[config.mk]
export PLATFORM = sky130hd
export DESIGN_NAME = memory_stage_sram_controller
export DESIGN_NICKNAME = d
export VERILOG_FILES = /design/src/rtl/memory_stage_pkg.sv /design/src/rtl/sram_wait_counter.sv /design/src/rtl/memory_stage_sram_controller.sv
export SDC_FILE = /design/constraint.sdc
export NUM_CORES = 1
export LEC_CHECK = 0
export CELL_PAD_IN_SITES_DETAIL_PLACEMENT = 0
export CELL_PAD_IN_SITES_GLOBAL_PLACEMENT = 1
export CORE_MARGIN = 2
export CORE_UTILIZATION = 24
export DETAILED_ROUTE_END_ITERATION = 10
export HOLD_SLACK_MARGIN = 0.05
export PLACE_DENSITY = 0.82
export SETUP_SLACK_MARGIN = 0.2
export SYNTH_ARGS = -nofsm -noshare
export SYNTH_HDL_FRONTEND = slang
export SYNTH_SLANG_ARGS = --single-unit
export TNS_END_PERCENT = 30
[constraint.sdc]
create_clock -name clk -period 2.1 [get_ports clk]
set_input_delay 0.315 -clock clk [delete_from_list [all_inputs] [get_ports clk]]
set_output_delay 0.315 -clock clk [all_outputs]
set_load 0.02 [all_outputs]
[src/rtl/memory_stage_pkg.sv]
// Shared definitions for the memory-stage SRAM controller: FSM encoding, default
// CPU base address of the SRAM window and the external SRAM data width.
package memory_stage_pkg;

    localparam logic [1:0] ST_IDLE = 2'd0;
    localparam logic [1:0] ST_LO   = 2'd1;
    localparam logic [1:0] ST_HI   = 2'd2;
    localparam logic [1:0] ST_DONE = 2'd3;

    localparam int unsigned DEFAULT_BASE_ADDRESS = 1024;
    localparam int unsigned SRAM_DW              = 16;

endpackage

[src/rtl/sram_wait_counter.sv]
// Per-halfword hold counter: counts 0..WAIT_CYCLES-1 while enabled, clears on demand.
// tc_o flags the last hold cycle combinationally from the registered count; no backpressure.
module sram_wait_counter #(
    parameter int unsigned WAIT_CYCLES = 2
) (
    input  logic clk,
    input  logic rst,
    input  logic clr_i,
    input  logic en_i,
    output logic tc_o
);

    localparam int unsigned CW = (WAIT_CYCLES > 1) ? $clog2(WAIT_CYCLES) : 1;

    logic [CW-1:0] cnt_q, cnt_d;

    always_comb begin
        cnt_d = cnt_q;
        if (clr_i) begin
            cnt_d = '0;
        end else if (en_i) begin
            cnt_d = cnt_q + 1'b1;
        end
    end

    always_ff @(posedge clk or posedge rst) begin
        if (rst) begin
            cnt_q <= '0;
        end else begin
            cnt_q <= cnt_d;
        end
    end

    assign tc_o = (cnt_q == CW'(WAIT_CYCLES - 1));

endmodule

[src/rtl/memory_stage_sram_controller.sv]
// 32-bit load/store over a 16-bit SRAM as two halfword accesses; ready=1 at cycle 2*WAIT_CYCLES+1,
// ready=0 freezes the pipeline meanwhile. SRAM_LAST_READ_BUFFER_EN adds a one-entry last-read hit buffer.
module memory_stage_sram_controller
    import memory_stage_pkg::*;
#(
    parameter int unsigned ADDR_WIDTH   = 18,
    parameter int unsigned BASE_ADDRESS = DEFAULT_BASE_ADDRESS,
    parameter int unsigned WAIT_CYCLES  = 2
) (
    input  logic                  clk,
    input  logic                  rst,
    input  logic                  memoryReadEnabled,
    input  logic                  memoryWriteEnabled,
    input  logic [31:0]           aluResult,
    input  logic [31:0]           valRm,
    output logic [31:0]           readData,
    output logic                  ready,
    output logic [ADDR_WIDTH-1:0] sramAddress,
    output logic [SRAM_DW-1:0]    sramWriteData,
    input  logic [SRAM_DW-1:0]    sramReadData,
    output logic                  sramWeN
);

    logic [1:0]            state_q, state_d;
    logic                  wr_q, wr_d;
    logic [31:0]           rdata_q, rdata_d;
    logic [ADDR_WIDTH-2:0] word_addr;
    logic                  req, hit, tc, in_access;

    assign word_addr = (ADDR_WIDTH-1)'((aluResult - BASE_ADDRESS) >> 2);
    assign req       = memoryReadEnabled | memoryWriteEnabled;
    assign in_access = (state_q == ST_LO) || (state_q == ST_HI);

    sram_wait_counter #(.WAIT_CYCLES(WAIT_CYCLES)) u_wait (
        .clk   (clk),
        .rst   (rst),
        .clr_i (state_q != state_d),
        .en_i  (in_access),
        .tc_o  (tc)
    );

    // The write flag is latched so a request dropping mid-access still completes the same operation.
    always_comb begin
        state_d = state_q;
        wr_d    = wr_q;
        rdata_d = rdata_q;
        case (state_q)
            ST_IDLE: if (req && !hit) begin
                state_d = ST_LO;
                wr_d    = memoryWriteEnabled;
            end
            ST_LO: if (tc) begin
                state_d = ST_HI;
                if (!wr_q) rdata_d[15:0] = sramReadData;
            end
            ST_HI: if (tc) begin
                state_d = ST_DONE;
                if (!wr_q) rdata_d[31:16] = sramReadData;
            end
            default: state_d = ST_IDLE;
        endcase
    end

    always_ff @(posedge clk or posedge rst) begin
        if (rst) begin
            state_q <= ST_IDLE;
            wr_q    <= 1'b0;
            rdata_q <= '0;
        end else begin
            state_q <= state_d;
            wr_q    <= wr_d;
            rdata_q <= rdata_d;
        end
    end

    always_comb begin
        sramAddress   = '0;
        sramWriteData = '0;
        sramWeN       = 1'b1;
        if (state_q == ST_LO) begin
            sramAddress   = {word_addr, 1'b0};
            sramWriteData = valRm[15:0];
            sramWeN       = ~wr_q;
        end else if (state_q == ST_HI) begin
            sramAddress   = {word_addr, 1'b1};
            sramWriteData = valRm[31:16];
            sramWeN       = ~wr_q;
        end
    end

    assign ready = ~req | (state_q == ST_DONE) | hit;

`ifdef SRAM_LAST_READ_BUFFER_EN
    logic                  buf_vld_q, buf_vld_d;
    logic [ADDR_WIDTH-2:0] buf_tag_q, buf_tag_d;
    logic [31:0]           buf_dat_q, buf_dat_d;

    // Read-and-write together is a write, so it never hits.
    assign hit = (state_q == ST_IDLE) && memoryReadEnabled && !memoryWriteEnabled
              && buf_vld_q && (buf_tag_q == word_addr);

    always_comb begin
        buf_vld_d = buf_vld_q;
        buf_tag_d = buf_tag_q;
        buf_dat_d = buf_dat_q;
        if (state_q == ST_HI && tc && !wr_q) begin
            buf_vld_d = 1'b1;
            buf_tag_d = word_addr;
            buf_dat_d = {sramReadData, rdata_q[15:0]};
        end else if (state_q == ST_DONE && wr_q && buf_tag_q == word_addr) begin
            buf_vld_d = 1'b0;
        end
    end

    always_ff @(posedge clk or posedge rst) begin
        if (rst) begin
            buf_vld_q <= 1'b0;
            buf_tag_q <= '0;
            buf_dat_q <= '0;
        end else begin
            buf_vld_q <= buf_vld_d;
            buf_tag_q <= buf_tag_d;
            buf_dat_q <= buf_dat_d;
        end
    end

    assign readData = hit ? buf_dat_q : rdata_q;
`else
    assign hit      = 1'b0;
    assign readData = rdata_q;
`endif

endmodule

==> impl_metrics.py, run 1 <==
metrics = {
    "status": {
        "outcome": "complete, no violations",
    },
    "placed_design": {
        "portBuffers": 136,
        "post-place-ws_ns": -0.732,
        "place_hpwl_um": 4640,
        "post-place-cells": 421,
        "place.gp.congestion": 0.690,
    },
    "sta": {
        "slew_viol_final": 0,
        "max_slew_margin_pct": 69.0,
        "period_share_pct": 93.9,
        "worst_pin_slew_ns": 0.465,
        "clock_skew_ns": 0.00389,
        "setup-violations-final": 0,
        "fmax_mhz": 507,
        "fin_ws_ns": 0.127,
        "hold_viol_final": 0,
        "final_period_minus_worst_setup_slack_ns": 1.97,
        "holdWs_ns": 0.442,
        "rsz0062_at_grt": "yes",
    },
    "die": {
        "die_width_um": 94.2,
        "die_h_um": 94.2,
        "core_area_um2": 7810,
        "ios": 152,
        "start_util_pct": 25.0,
        "row_count": 32,
        "die-area_um2": 8870,
    },
    "clocking": {
        "numCtsBuffers": 5,
        "clk_pin_slew_worst_paths_ns": 0.07,
        "clock_latency_ns": 0.28,
        "cts_hold_buf": 0,
        "clockRootBuffer": "clkbuf_8",
        "h-tree-depth": 2,
        "clockBufferDepth": 2,
        "cts_num_sinks": 36,
        "cts_tree": "built",
    },
    "yosys": {
        "synth_nets": 263,
        "ys.flop_type": "dfrtp_1",
        "synthCells": 172,
        "synth_edf_count": 0,
        "ys_async_sr_fraction_pct": 100,
        "synth-seq-cells": 36,
        "synth_area_um2": 1950,
        "synth.avg_cell_area_um2": 11.3,
        "ys_types": 31,
        "yosysSeqAreaShare_pct": 46.2,
        "synth_warnings": 0,
    },
    "global_route": {
        "grt_pass1_vias": 1970,
        "met1_usage_pct": 16.8,
        "antenna_found_initial": 0,
        "grt_max_degree": 37,
        "grt_overflow_total": 0,
        "global_route.usage.met2_pct": 24.3,
        "top_usage_layer": "met2",
        "met3_usage_pct": 3.53,
        "grt_pass1_wl_um": 9670,
        "grt.total_usage_pct": 13.7,
    },
    "power_and_ir_drop": {
        "p_leak_nw": 1.66,
        "power_density_nw_per_um2": 1360,
        "ir_drop_mv": 0.646,
        "power_mw": 5.25,
    },
    "flow_run": {
        "max-cap-violations": 0,
    },
    "route": {
        "drc_errors": 0,
        "wl_per_cell_um": 14.2,
        "drt_wl_total_um": 6260,
        "drt_iter0_markers": 52,
        "drtAntennaViolNets": 0,
        "dr.pass1.iters": 4,
        "via_count": 1930,
        "viasPerCell": 4.39,
    },
    "setup_path": {
        "r2r_cells": 7,
        "arrival_ns": 1.66,
        "worstSetupEndpointType": "primary output",
        "cp_max_fo": 8,
        "r2r_slack_ns": 0.22,
        "path_class": "reg2out",
        "r2r_end": "u_wait.tc_o",
        "cp.required_ns": 1.78,
        "start_kind": "register",
        "r2r_start": "state_q[1]",
    },
    "layout": {
        "utilization_pct": 49.5,
        "area_growth_pct": 98.2,
        "mostFrequentLayoutCells": "clkdlybuf4s50_1 (95), dfrtp_1 (35), mux2_2 (32), buf_4 (30), buf_6 (13)",
        "antenna_cells": 0,
        "final_cells": 440,
        "final_common_cell": "clkdlybuf4s50_1",
        "layout-drive-gt1-share_pct": 39.3,
        "nNetsFinal": 428,
    },
    "hold_path": {
        "hold_class": "in2async",
    },
}
[power breakdown]
part	internal [mW]	leakage [nW]	switching [mW]
Combinational	1.85	1.20	1.68
Clock	0.237	0.0424	0.235
Sequential	1.05	0.421	0.195
[worst max-delay path by stage]
stage | startpoint | endpoint | slack [ns]
final | state_q[1] | sramWriteData[8] | 0.13
after detailed placement | aluResult[14] | sramAddress[17] | -0.73
after CTS | state_q[1] | sramWriteData[13] | 0.11
after global routing | state_q[0] | sramAddress[2] | 0.07
after global placement | aluResult[14] | sramAddress[17] | -0.70
after floorplan | aluResult[14] | sramAddress[15] | 0.16
[cells by family after synthesis]
group,count (synthesis),synth area share (%)
xor+xnor,3,1.35
compound gates,37,13.8
simple gates,40,11.9
fa+ha+maj,7,4.49
flops,36,46.2
mux,33,19.0
buf+inv,16,3.34
[cells in the mapped netlist (2+ instances only)]
cell | count | area (µm²)
xnor2_1 | 3 | 26.3
mux2_2 | 32 | 360
ha_1 | 7 | 87.6
a21oi_1 | 7 | 35.0
o21a_1 | 3 | 22.5
a22o_1 | 17 | 149
nor3_1 | 2 | 10.0
or3_1 | 2 | 12.5
clkbuf_1 | 5 | 18.8
o21ai_0 | 6 | 30.0
dfrtp_1 | 36 | 901
inv_1 | 7 | 26.3
buf_2 | 3 | 15.0
nor3b_1 | 2 | 15.0
nor2_1 | 9 | 33.8
nand2b_1 | 4 | 25.0
nand2_1 | 3 | 11.3
or2_2 | 2 | 12.5
nor2b_1 | 10 | 62.6
[repair_timing]
action | 4_1_cts | 5_1_grt
hold endpoints to repair | 0 | 0
endpoints found under the setup margin | 36 | 36
buffers inserted | 7 | 1
cloned | 2 | 1
resized for setup | 176 | 17
pin swaps | 4 | 0
[metrics by stage]
stage	setup TNS [ns]	instance area (µm²)
floorplan	0	2050
global placement	-3.65	3660
detailed placement	-4.17	3660
CTS	0	3890
global route	0	3870
finish	0	3870
[layout make-up]
class                           instances  area, µm²
Clock buffer                            7       76.3
Tap cell                              102        128
Inverter                                7       26.3
Multi-Input combinational cell        120       1160
Sequential cell                        36        902
Timing Repair Buffer                  167       1560
Fill cell                             740       3940
Clock inverter                          1       8.76
[state kept, by name, summed over array words and instances (netlist names)]
register,flops
readData,32
state_q,2
u_wait.tc_o,1
wr_q,1
[worst max-delay path, stage by stage (launching register included)]
cell and delay, ns:
dfrtp_2 0.45, ha_4 0.19, nor2b_4 0.14, buf_12 0.12
buf_16 0.13, a22o_4 0.21, buf_6 0.13
[layer usage]
| layer | wire length (µm) | up-vias | share of wire [%] |
|---|---|---|---|
| met5 | 0 | - | 0 |
| met3 | 413 | 2 | 6.6 |
| met2 | 3330 | 65 | 53 |
| met1 | 2510 | 918 | 40 |
| li1 | - | 945 | - |
| met4 | 10 | 0 | 0.16 |
Power figures use the tool's default switching activity.
==> inputs of run 2 (changes only) <==
- CORE_MARGIN: 2 -> 3
==> impl_metrics.py, run 2 (same netlist as run 1, synthesis figures left out) <==
metrics = {
    "layout": {
        "fillCellCount": 732,
        "regArea_um2": 902,
        "nNetsFinal": 425,
        "mostFrequentLayoutCells": "clkdlybuf4s50_1 (95), dfrtp_1 (35), mux2_2 (32), buf_4 (30), buf_2 (15)",
        "antenna_cells": 0,
        "largest_reg_flops": 32,
        "layout-drive-gt1-share_pct": 39.2,
        "final_common_cell": "clkdlybuf4s50_1",
        "multiInputGateArea_um2": 1150,
        "area_growth_pct": 93.6,
    },
    "clocking": {
        "cts_hold_buf": 0,
        "h-tree-depth": 2,
        "clock_latency_ns": 0.28,
        "cts_num_sinks": 36,
        "clk_pin_slew_worst_paths_ns": 0.07,
        "clockRootBuffer": "clkbuf_8",
        "cts_tree": "built",
        "numCtsBuffers": 5,
        "clockBufferDepth": 2,
    },
    "power_and_ir_drop": {
        "ir_drop_mv": 0.723,
        "pwr-share-comb_pct": 66.3,
        "switching_share_pct": 40.8,
        "switching_power_mw": 2.08,
        "power_density_nw_per_um2": 1350,
        "seqPwrFrac_pct": 24.5,
        "internal_power_mw": 3.01,
        "p_leak_nw": 1.64,
        "clockPowerShare_pct": 9.1,
    },
    "placed_design": {
        "post-place-ws_ns": -0.698,
        "place_hpwl_um": 4460,
        "portBuffers": 136,
        "place.gp.congestion": 0.708,
    },
    "die": {
        "die_width_um": 96.2,
        "core_area_um2": 7810,
        "start_util_pct": 25.0,
        "row_count": 32,
        "die-area_um2": 9250,
        "die_h_um": 96.2,
        "ios": 152,
    },
    "global_route": {
        "grt.total_usage_pct": 12.3,
        "grt_max_degree": 37,
        "antenna_found_initial": 0,
        "grt_overflow_total": 0,
        "grt_pass1_vias": 1948,
        "grt_pass1_wl_um": 9100,
    },
    "route": {
        "wl_per_cell_um": 14.0,
        "drc_errors": 0,
        "via_count": 1914,
        "dr.pass1.iters": 2,
        "drt_iter0_markers": 63,
        "drtAntennaViolNets": 0,
        "viasPerCell": 4.39,
        "drt_wl_total_um": 6120,
    },
    "setup_path": {
        "path_cells": "clkdlybuf4s15_2 > or3_4 > or4b_4 > a21oi_2 > buf_4",
        "cp.required_ns": 1.78,
        "r2r_slack_ns": 0.27,
        "crit_slowest_cell": "or4b_4",
        "r2r_end": "u_wait.tc_o",
        "cp_max_fo": 6,
        "arrival_ns": 1.72,
        "r2r_cells": 6,
        "r2r_start": "state_q[0]",
        "slowest_delay_ns": 0.54,
        "worstSetupEndpointType": "primary output",
        "path_class": "in2out",
        "start_kind": "primary input",
    },
    "hold_path": {
        "hold_class": "in2async",
    },
    "sta": {
        "final.setup.tns_ns": 0,
        "slew_viol_final": 0,
        "period_share_pct": 96.9,
        "final_period_minus_worst_setup_slack_ns": 2.04,
        "hold_viol_final": 0,
        "fin_ws_ns": 0.0645,
        "setup-violations-final": 0,
        "rsz0062_at_grt": "yes",
        "worst_pin_slew_ns": 0.459,
        "fmax_mhz": 491,
        "max_slew_margin_pct": 69.4,
        "clock_skew_ns": 0.00264,
    },
    "flow_run": {
        "max-cap-violations": 0,
    },
    "status": {
        "outcome": "complete, no violations",
    },
}
-- run 2: changes by cell type in the layout (fill, tap and decap cells not counted), sizes merged --
cell,change
dlymetal6s2s,+1
dlygate4sd2,-2
buf,-7
clkdlybuf4s15,+4
-- run 2: routing by layer --
layer	GRT usage [%]	vias up	wire length [µm]
li1	-	936	-
met1	14.7	906	2400
met2	20.7	69	3030
met3	5.24	3	653
met4	2.49	0	31
met5	0	-	0
-- run 2: worst max path at each step --
stage,from,endpoint,slack (ns),cells past startpoint
floorplan,aluResult[14],sramAddress[15],0.16,4
global placement,aluResult[14],sramAddress[17],-0.70,5
detailed placement,aluResult[14],sramAddress[17],-0.70,5
CTS,state_q[0],sramWriteData[15],0.07,6
global route,aluResult[16],sramAddress[17],0.03,5
finish,aluResult[12],sramAddress[17],0.06,5
-- run 2: timing repair --
item / 4_1_cts / 5_1_grt
cloned: 0 / 1
buffers inserted: 3 / 4
endpoints found under the setup margin: 36 / 37
pin swaps: 3 / 1
gates resized for setup: 138 / 32
-- run 2: power groups by stage --
stage               Clock [mW]  Combinational [mW]  Sequential, mW
floorplan                    0                1.38            1.64
global placement             0                3.38            1.24
detailed placement           0                3.39            1.25
CTS                      0.482                3.31            1.24
global route             0.509                3.60            1.30
finish                   0.465                3.37            1.25
-- run 2: layout make-up --
cell class | instances | share of cell area, %
sequential | 36 | 23.9
clock buffer | 6 | 1.92
clock inverter | 1 | 0.132
tap | 102 | 3.38
multi-input combinational | 120 | 30.6
timing repair buffer | 164 | 39.4
inverter | 7 | 0.696
-- run 2: through the flow --
stage          total power [mW]  instances  hold slack (ns)  cell area (µm²)  utilization [%]
2_1_floorplan              3.02        172            0.455             2050                -
3_3_place_gp               4.62        421            0.488             3660             46.8
3_5_place_dp               4.64        421            0.492             3660             46.8
4_1_cts                    5.04        431            0.440             3750             48.0
5_1_grt                    5.41        436            0.462             3780             48.4
6_report                   5.09        436            0.430             3780             48.4
-- run 2: critical path: cells and delay by family --
family                 cells  cell delay, ns
and+or+nand+nor            2            0.94
buffers and inverters      2            0.33
AOI/OAI and AO/OA          1            0.12
==> inputs of run 3 (changes only) <==
- PLACE_DENSITY: 0.82 -> 0.81
==> impl_metrics.py, run 3 (same netlist as run 1, synthesis figures left out) <==
metrics = {
    "sta": {
        "final.setup.tns_ns": 0,
        "setup-violations-final": 0,
        "fin_ws_ns": 0.105,
        "holdWs_ns": 0.432,
        "rsz0062_at_grt": "yes",
        "fmax_mhz": 501,
        "max_slew_margin_pct": 70.1,
        "hold_viol_final": 0,
        "clock_skew_ns": 0.00364,
        "final_period_minus_worst_setup_slack_ns": 1.99,
        "slew_viol_final": 0,
        "worst_pin_slew_ns": 0.448,
        "period_share_pct": 95.0,
    },
    "placed_design": {
        "post-place-cells": 421,
        "dpl-instance-area_um2": 3660,
        "place_hpwl_um": 4690,
        "post-place-ws_ns": -0.733,
        "place.gp.congestion": 0.721,
        "portBuffers": 136,
    },
    "setup_path": {
        "worstSetupEndpointType": "primary output",
        "path_class": "in2out",
        "arrival_ns": 1.68,
        "r2r_cells": 7,
        "start_kind": "primary input",
        "cp.required_ns": 1.78,
        "cp_max_fo": 3,
    },
    "hold_path": {
        "hold_class": "in2async",
    },
    "layout": {
        "nNetsFinal": 428,
        "area_growth_pct": 102,
        "antenna_cells": 0,
        "mostFrequentLayoutCells": "clkdlybuf4s50_1 (93), dfrtp_1 (35), mux2_2 (32), buf_4 (27), buf_6 (18)",
        "layout-drive-gt1-share_pct": 38.8,
        "stdcell_area_um2": 3940,
        "final_cells": 440,
        "utilization_pct": 50.5,
        "final_common_cell": "clkdlybuf4s50_1",
        "largest_reg_flops": 32,
    },
    "route": {
        "dr.pass1.iters": 4,
        "viasPerCell": 4.44,
        "drt_iter0_markers": 60,
        "drt_wl_total_um": 6310,
        "drtAntennaViolNets": 0,
        "wl_per_cell_um": 14.3,
        "drc_errors": 0,
        "via_count": 1953,
    },
    "global_route": {
        "antenna_found_initial": 0,
        "grt_pass1_vias": 2109,
        "grt_overflow_total": 0,
        "grt_max_degree": 37,
        "grt.total_usage_pct": 13.4,
        "grt_pass1_wl_um": 9760,
    },
    "clocking": {
        "cts_tree": "built",
        "cts_num_sinks": 36,
        "clockBufferDepth": 2,
        "cts_hold_buf": 0,
        "clock_latency_ns": 0.28,
        "clk_pin_slew_worst_paths_ns": 0.07,
        "clockRootBuffer": "clkbuf_8",
        "numCtsBuffers": 5,
        "h-tree-depth": 2,
    },
    "power_and_ir_drop": {
        "clockPowerShare_pct": 9.5,
        "pwr-share-comb_pct": 67.1,
        "seqPwrFrac_pct": 23.4,
        "internal_power_mw": 3.21,
        "power_density_nw_per_um2": 1350,
        "ir_drop_mv": 0.940,
        "power_mw": 5.33,
        "p_leak_nw": 1.72,
        "switching_share_pct": 39.8,
        "switching_power_mw": 2.12,
    },
    "status": {
        "outcome": "complete, no violations",
    },
    "die": {
        "die_h_um": 96.2,
        "row_count": 32,
        "core_area_um2": 7810,
        "die_width_um": 96.2,
        "start_util_pct": 25.0,
        "die-area_um2": 9250,
        "ios": 152,
    },
    "flow_run": {
        "max-cap-violations": 0,
    },
}
==> run 3: cell types whose count changed in the layout (fill, tap and decap cells not counted), moves of 2 or more <==
cell,delta
buf_2,-9
clkbuf_2,-5
clkdlybuf4s15_2,-4
dlygate4sd2_1,+8
buf_6,+14
clkdlybuf4s50_1,-2
buf_4,-3
==> run 3: repair_timing <==
action	in CTS	in global routing
gates resized for setup	174	16
pin swaps	8	2
cloned	2	0
buffers inserted	9	0
endpoints found under the setup margin	36	37
endpoints found under the hold margin	0	0
==> run 3: path summary, 6_finish.rpt <==
check | from | endpoint | slack [ns]
hold reg to reg | readData[9] | readData[9] | 0.51
hold / removal | rst | readData[28] | 0.43
setup reg to reg | state_q[1] | u_wait.tc_o | 0.19
setup / recovery | aluResult[11] | sramAddress[17] | 0.11
min in group clk | readData[9] | readData[9] | 0.51
max in group asynchronous | rst | state_q[1] | 1.33
==> run 3: area by class of cell <==
class / instances / area (µm²)
well taps: 102 / 128
clock inverters: 2 / 10.0
clock buffers: 6 / 82.6
multi-input cells: 120 / 1170
repair buffers: 167 / 1620
inverters: 7 / 26.3
fillers: 718 / 3870
flip-flops and latches: 36 / 902
==> run 3: layer usage <==
metal | vias up | routed length, µm | track usage [%]
li1 | 951 | - | -
met1 | 931 | 2370 | 15.2
met2 | 65 | 3270 | 23.7
met3 | 6 | 603 | 4.61
met4 | 0 | 62 | 3.55
met5 | - | 0 | 0
==> run 3: power groups by stage <==
stage / registers, mW / logic [mW] / clock network [mW]
after CTS: 1.25 / 3.62 / 0.525
after global placement: 1.23 / 3.38 / 0
after global routing: 1.29 / 3.83 / 0.557
final: 1.25 / 3.58 / 0.505
after detailed placement: 1.25 / 3.40 / 0
after floorplan: 1.64 / 1.38 / 0
==> run 3: worst max-delay path: stages <==
cell	delay [ns]
dlygate4sd2_1	0.27
inv_2	0.08
ha_4	0.15
nand2b_4	0.06
or4b_4	0.51
a21oi_2	0.16
buf_6	0.13
